==> src/rtl/wrap_pkg.sv <==
// wrap_pkg: shared constants and state type for the wrap loopback sequencer.
package wrap_pkg;

    localparam logic [31:0] WRAP_EXPECT_MASK = 32'h000F_FFFE;
    localparam int          FRONTEND_EN_BIT  = 31;
    localparam int          WRAP_FIRST_BIT   = 1;
    localparam int          WRAP_LAST_BIT    = 19;

    typedef enum logic [2:0] {
        IDLE,
        ENABLE,
        DRIVE,
        CHECK,
        DONE
    } wrap_state_e;

    function automatic logic [31:0] wrap_expect(input logic [31:0] drv);
        return drv & WRAP_EXPECT_MASK;
    endfunction

endpackage

==> src/rtl/wrap_settle_timer.sv <==
// wrap_settle_timer: loadable down-counter; tc is high while the count is zero.
// Load takes priority so a new interval can start on the terminal cycle.
module wrap_settle_timer #(
    parameter int W = 5
) (
    input  logic         clk,
    input  logic         reset_n,
    input  logic         load,
    input  logic [W-1:0] load_val,
    output logic         tc
);

    logic [W-1:0] cnt_q, cnt_d;

    always_comb begin
        cnt_d = cnt_q;
        if (load) begin
            cnt_d = load_val;
        end else if (cnt_q != '0) begin
            cnt_d = cnt_q - W'(1);
        end
    end

    always_ff @(posedge clk or negedge reset_n) begin
        if (!reset_n) begin
            cnt_q <= '0;
        end else begin
            cnt_q <= cnt_d;
        end
    end

    assign tc = (cnt_q == '0);

endmodule

==> src/rtl/wrap_sequencer.sv <==
// wrap_sequencer: walking-1 loopback self-test of the channel A wrap stage.
// Optional walking-0 second pass when WRAP_SEQ_WALKING_ZERO_EN is defined.
module wrap_sequencer
    import wrap_pkg::*;
#(
    parameter int SETTLE_CYCLES = 4,
    parameter int ENABLE_CYCLES = 16
) (
    input  logic        clk,
    input  logic        reset_n,
    input  logic        start,
    input  logic        abort,
    output logic [31:0] test_driver,
    input  logic [31:0] test_receiver,
    output logic        busy,
    output logic        done,
    output logic        pass,
    output logic [19:0] fail_mask,
    output logic [5:0]  error_count,
    output logic [4:0]  first_fail_index,
    output logic [31:0] first_fail_word
);

    localparam int CNT_MAX = (ENABLE_CYCLES > SETTLE_CYCLES) ?
                             ENABLE_CYCLES : SETTLE_CYCLES;
    localparam int CNT_W = $clog2(CNT_MAX) + 1;
    localparam logic [CNT_W-1:0] EN_LOAD  = CNT_W'(ENABLE_CYCLES - 1);
    localparam logic [CNT_W-1:0] SET_LOAD = CNT_W'(SETTLE_CYCLES - 1);
    localparam logic [31:0] EN_WORD = 32'(1) << FRONTEND_EN_BIT;

    wrap_state_e state_q, state_d;
    logic [4:0]  idx_q, idx_d;
    logic [19:0] mask_q, mask_d;
    logic [5:0]  err_q, err_d;
    logic [4:0]  fidx_q, fidx_d;
    logic [31:0] fword_q, fword_d;
    logic        done_q, done_d;
    logic        pass_q, pass_d;

    logic             load;
    logic [CNT_W-1:0] load_val;
    logic             tc;
    logic [31:0]      onehot;
    logic [31:0]      pattern;
    logic [31:0]      drv;
    logic             mismatch;
    logic             last_pass;

    assign onehot = 32'(1) << idx_q;

`ifdef WRAP_SEQ_WALKING_ZERO_EN
    logic phase_q, phase_d;
    assign pattern = phase_q ? ((EN_WORD | WRAP_EXPECT_MASK) & ~onehot)
                             : (EN_WORD | onehot);
    assign last_pass = phase_q;
`else
    assign pattern = EN_WORD | onehot;
    assign last_pass = 1'b1;
`endif

    wrap_settle_timer #(
        .W(CNT_W)
    ) u_timer (
        .clk     (clk),
        .reset_n (reset_n),
        .load    (load),
        .load_val(load_val),
        .tc      (tc)
    );

    always_comb begin
        state_d  = state_q;
        idx_d    = idx_q;
        mask_d   = mask_q;
        err_d    = err_q;
        fidx_d   = fidx_q;
        fword_d  = fword_q;
        done_d   = done_q;
        pass_d   = pass_q;
        load     = 1'b0;
        load_val = '0;
        drv      = '0;
        busy     = 1'b0;
        mismatch = 1'b0;
`ifdef WRAP_SEQ_WALKING_ZERO_EN
        phase_d  = phase_q;
`endif
        unique case (state_q)
            IDLE: begin
                if (start && !abort) begin
                    state_d  = ENABLE;
                    mask_d   = '0;
                    err_d    = '0;
                    fidx_d   = '0;
                    fword_d  = '0;
                    done_d   = 1'b0;
                    pass_d   = 1'b0;
                    load     = 1'b1;
                    load_val = EN_LOAD;
`ifdef WRAP_SEQ_WALKING_ZERO_EN
                    phase_d  = 1'b0;
`endif
                end
            end
            ENABLE: begin
                drv  = EN_WORD;
                busy = 1'b1;
                if (tc) begin
                    state_d  = DRIVE;
                    idx_d    = 5'(WRAP_FIRST_BIT);
                    load     = 1'b1;
                    load_val = SET_LOAD;
                end
            end
            DRIVE: begin
                drv  = pattern;
                busy = 1'b1;
                if (tc) begin
                    state_d = CHECK;
                end
            end
            CHECK: begin
                drv      = pattern;
                busy     = 1'b1;
                mismatch = (test_receiver != wrap_expect(pattern));
                if (mismatch) begin
                    mask_d[idx_q] = 1'b1;
                    if (err_q != 6'd63) begin
                        err_d = err_q + 6'd1;
                    end
                    // err_q still zero means no earlier mismatch this run
                    if (err_q == '0) begin
                        fidx_d  = idx_q;
                        fword_d = test_receiver;
                    end
                end
                if (idx_q == 5'(WRAP_LAST_BIT) && last_pass) begin
                    state_d = DONE;
                    done_d  = 1'b1;
                    pass_d  = (err_d == '0);
                end else begin
                    state_d  = DRIVE;
                    load     = 1'b1;
                    load_val = SET_LOAD;
                    if (idx_q == 5'(WRAP_LAST_BIT)) begin
                        idx_d = 5'(WRAP_FIRST_BIT);
`ifdef WRAP_SEQ_WALKING_ZERO_EN
                        phase_d = 1'b1;
`endif
                    end else begin
                        idx_d = idx_q + 5'd1;
                    end
                end
            end
            DONE: begin
                state_d = IDLE;
            end
            default: begin
                state_d = IDLE;
            end
        endcase
        if (abort && busy) begin
            state_d = IDLE;
            done_d  = 1'b0;
            load    = 1'b0;
        end
    end

    always_ff @(posedge clk or negedge reset_n) begin
        if (!reset_n) begin
            state_q <= IDLE;
            idx_q   <= '0;
            mask_q  <= '0;
            err_q   <= '0;
            fidx_q  <= '0;
            fword_q <= '0;
            done_q  <= 1'b0;
            pass_q  <= 1'b0;
        end else begin
            state_q <= state_d;
            idx_q   <= idx_d;
            mask_q  <= mask_d;
            err_q   <= err_d;
            fidx_q  <= fidx_d;
            fword_q <= fword_d;
            done_q  <= done_d;
            pass_q  <= pass_d;
        end
    end

`ifdef WRAP_SEQ_WALKING_ZERO_EN
    always_ff @(posedge clk or negedge reset_n) begin
        if (!reset_n) begin
            phase_q <= 1'b0;
        end else begin
            phase_q <= phase_d;
        end
    end
`endif

    assign test_driver      = drv;
    assign done             = done_q;
    assign pass             = pass_q;
    assign fail_mask        = mask_q;
    assign error_count      = err_q;
    assign first_fail_index = fidx_q;
    assign first_fail_word  = fword_q;

endmodule
==> config.mk <==
export PLATFORM = sky130hd
export DESIGN_NAME = wrap_sequencer
export DESIGN_NICKNAME = d
export VERILOG_FILES = /design/src/rtl/wrap_pkg.sv /design/src/rtl/wrap_settle_timer.sv /design/src/rtl/wrap_sequencer.sv
export SDC_FILE = /design/constraint.sdc
export NUM_CORES = 1
export LEC_CHECK = 0
export ABC_CLOCK_PERIOD_IN_PS = 3000
export BUFFER_PORTS_ARGS = -buffer_cell sky130_fd_sc_hd__buf_4
export CAP_MARGIN = 5
export CORE_MARGIN = 1
export CORE_UTILIZATION = 48
export CTS_BUF_LIST = sky130_fd_sc_hd__clkbuf_2 sky130_fd_sc_hd__clkbuf_4 sky130_fd_sc_hd__clkbuf_8
export DETAILED_ROUTE_END_ITERATION = 16
export GPL_TIMING_DRIVEN = 0
export PLACE_DENSITY = 0.86
export SYNTH_ARGS = -nofsm -noshare
export SYNTH_HDL_FRONTEND = slang
export SYNTH_SLANG_ARGS = --single-unit
==> constraint.sdc <==
create_clock -name clk -period 3 [get_ports clk]
set_clock_uncertainty 0.1 [all_clocks]
set_input_delay 0.6 -clock clk [delete_from_list [all_inputs] [get_ports clk]]
set_output_delay 0.6 -clock clk [all_outputs]
set_load 0.01 [all_outputs]
==> reports/results.ini <==
[floorplan]
floorplan.initialDensity_pct = 49.8
fp.dieW_um = 97.3
die_h_um = 97.3
die_area_um2 = 9480
core_area_um2 = 8760
rows = 34
num_io_pins = 134

[worst_setup_path]
crit_chain = buf_4, buf_4, ha_4, nand2b_4, or4_1, nand4_1, nor4_2, nand2_2, and2_4, mux2_2, o41ai_2
slowest_delay_ns = 0.57
crit_type = reg -> reg
cp_num_buf_inv = 2
cp.arrival_ns = 3.09
path_common_cell = buf_4
worst_ep_required_time_ns = 3.15
cp_slowest_cell = or4_1
crit_family = simple AND/OR/NAND/NOR gates
cp-start-kind = flip-flop
path_max_fanout = 9
cp-end-kind = flip-flop

[global_route]
antenna_found_initial = 0
grt_pass1_wl_um = 19700
grt_max_degree = 79
grt_pass1_vias = 4050
grt_overflow = 0
grtUsageTotal_pct = 25.8

[sta]
worst_slack_ns = 0.0582
hold_viol = 0
fin_crit_ns = 2.94
tightest_slew_ns = 1.01
holdWs_ns = 0.319
max_freq_mhz = 340
max_slew_margin_pct = 32.7
report.final.slew_viol_count = 0
rsz0062_at_grt = yes
finalCritPeriodShare_pct = 98.1
setup_viol = 0

[logic_synthesis]
synth_cells = 479
ys_async_sr_fraction_pct = 100
synth.avg_cell_area_um2 = 9.11
synth_area_um2 = 4360
synthMuxAreaShare_pct = 9.41
syn_nets = 524
synthTopCellsByArea = dfrtp_1 45%, mux2i_1 8.0%, nand2_1 4.9%, nor2_1 4.6%, inv_1 4.1%
synth_ff_type = dfrtp_1
synth-seq-cells = 78
yosys_warnings = 0
synth_most_common_cell = dfrtp_1
synth_top_area_share_pct = 44.7
yosys.area.top_type = dfrtp_1
synth_seq_area_share_pct = 44.7
synth_top_family_by_area = simple AND/OR/NAND/NOR gates
ys_types = 64
synth_enable_flop_cells = 0
synth-compound-area-share_pct = 12.5
synth_common_cells = 78 x dfrtp_1, 57 x nand2_1, 53 x nor2_1
yosys.area_share.simple_pct = 22.3
yosys.area_share.adder_pct = 2.58
synth-xor-area-share_pct = 1.00

[placement]
dpl_worst_slack_ns = -0.314
gp_congestion = 0.877
place_inst = 720
place_hpwl_um = 8790
portBuffers = 133
placed_area_um2 = 5500

[routing]
via_count = 4132
drc = 0
dr.pass1.iters = 5
ant_nets = 0
drt_wl_total_um = 12400
initialDrtViolationCount = 255
via_per_inst = 5.53
detail_route.wl_per_cell_um = 16.6

[clocking]
clk_pin_slew_ns = 0.08
clkLatencyLatePin_ns = 0.35
cts_buffers = 9
postCtsHoldBufs = 0
cts_tree = built
cts.sinks = 78
cts-root-buf = clkbuf_8
cts_htree_levels = 3
cts.path.max_buffers = 2

[hold_path]
hold_class = in -> async

[layout]
area_delta_synth_final_pct = 37.9
fin_cells = 747
drive_gt1_share_pct = 32.9
design_area_um2 = 6020
n_fill_cell = 685
final_core_util_pct = 68.7
final-seq-area_um2 = 1950
antenna_cells = 0
nets = 679
multi_input_area_um2 = 2220

[power]
power.density_nw_per_um2 = 448
ir_drop_mv = 0.347
p_leak_nw = 2.76

[run_status]
status = finished, final reports clean

[flow_run]
maxCapViolations = 0

## repair_timing
action | 4_1_cts | 5_1_grt
setup buffers | 6 | 8
resized for setup | 11 | 34
pin swaps | 3 | 11
endpoints found under the setup margin | 62 | 60
## logic make-up (layout without fill, tap and decap cells)
kind of cell	count (synthesis)	in the layout
AND/OR/NAND/NOR	196	196
AO/OA/AOI/OAI	72	72
adder cells (fa/ha/maj)	9	9
buffers and inverters	79	239
multiplexers	40	40
XOR/XNOR	5	5
flip-flops	78	78
## final timing paths
kind,start,end,slack (ns),cells after the start
hold reg to reg,pass,pass,0.40,2
hold / removal,reset_n,error_count[4],0.32,1
setup / recovery,idx_q[0],pass,0.06,11
setup reg to reg,idx_q[0],pass,0.06,11
min in group clk,abort,state_q[2],0.34,2
max in group asynchronous,reset_n,idx_q[0],1.78,1
## stage by stage
stage / setup TNS (ns) / total power, mW
5_1_grt: -0.194 / 2.80
6_report: 0 / 2.69
3_3_place_gp: -9.54 / 1.60
2_1_floorplan: 0 / 1.43
3_5_place_dp: -12.01 / 1.62
4_1_cts: 0 / 2.63
## power by group
part           total, mW  leakage (nW)  switching [mW]  internal (mW)
registers           1.15          1.07          0.0449           1.11
clock network      0.995         0.123           0.408          0.587
logic              0.550          1.56           0.293          0.257
total               2.69          2.76           0.746           1.95
## sequential cells by signal, indices dropped and copies added (netlist names)
name,count
state_q,3
fail_mask,20
pass,1
u_timer.cnt_q,5
done,1
first_fail_word,32
idx_q,5
error_count,6
first_fail_index,5
## layout by cell type (no fill, tap or decap), types with 4 or more instances in the layout
cell type    n
a21o_1       4
a21oi_1      8
a31oi_1      4
buf_4      150
buf_6        5
clkbuf_1    11
clkbuf_8    10
dfrtp_1     76
ha_1         4
ha_4         4
inv_1       44
mux2i_1     35
nand2_1     56
nand2b_1     7
nand3_1      8
nand4_1      5
nand4b_1     4
nor2_1      53
nor3_1      20
nor4_1      10
o21a_1      20
o21ai_0      6
o22ai_1      4
xnor2_1      4
## layout make-up
class	instances	area share [%]
buffer	27	2.62
clock buffer	11	2.41
clock inverter	5	1.77
inverter	49	3.12
multi-input combinational	322	37.0
sequential	78	32.5
tap	108	2.25
timing repair buffer	147	18.4
## worst register-to-register path: stages (launching register included)
cell and delay [ns]:
dfrtp_2 0.43, buf_4 0.13, buf_4 0.11, ha_4 0.18
nand2b_4 0.12, or4_1 0.57, nand4_1 0.14, nor4_2 0.07
nand2_2 0.15, and2_4 0.20, mux2_2 0.35, o41ai_2 0.30
## metal layers
layer  global-route usage [%]  share of wire, %  vias to the layer above
met1                     33.3                43                     2007
met4                     9.39               1.8                        0
met5                        0                 0                        -
met3                     3.81               5.9                       22
met2                     43.9                50                      158
li1                         -                 -                     1945
No activity file was read; power rests on OpenSTA's default activity.
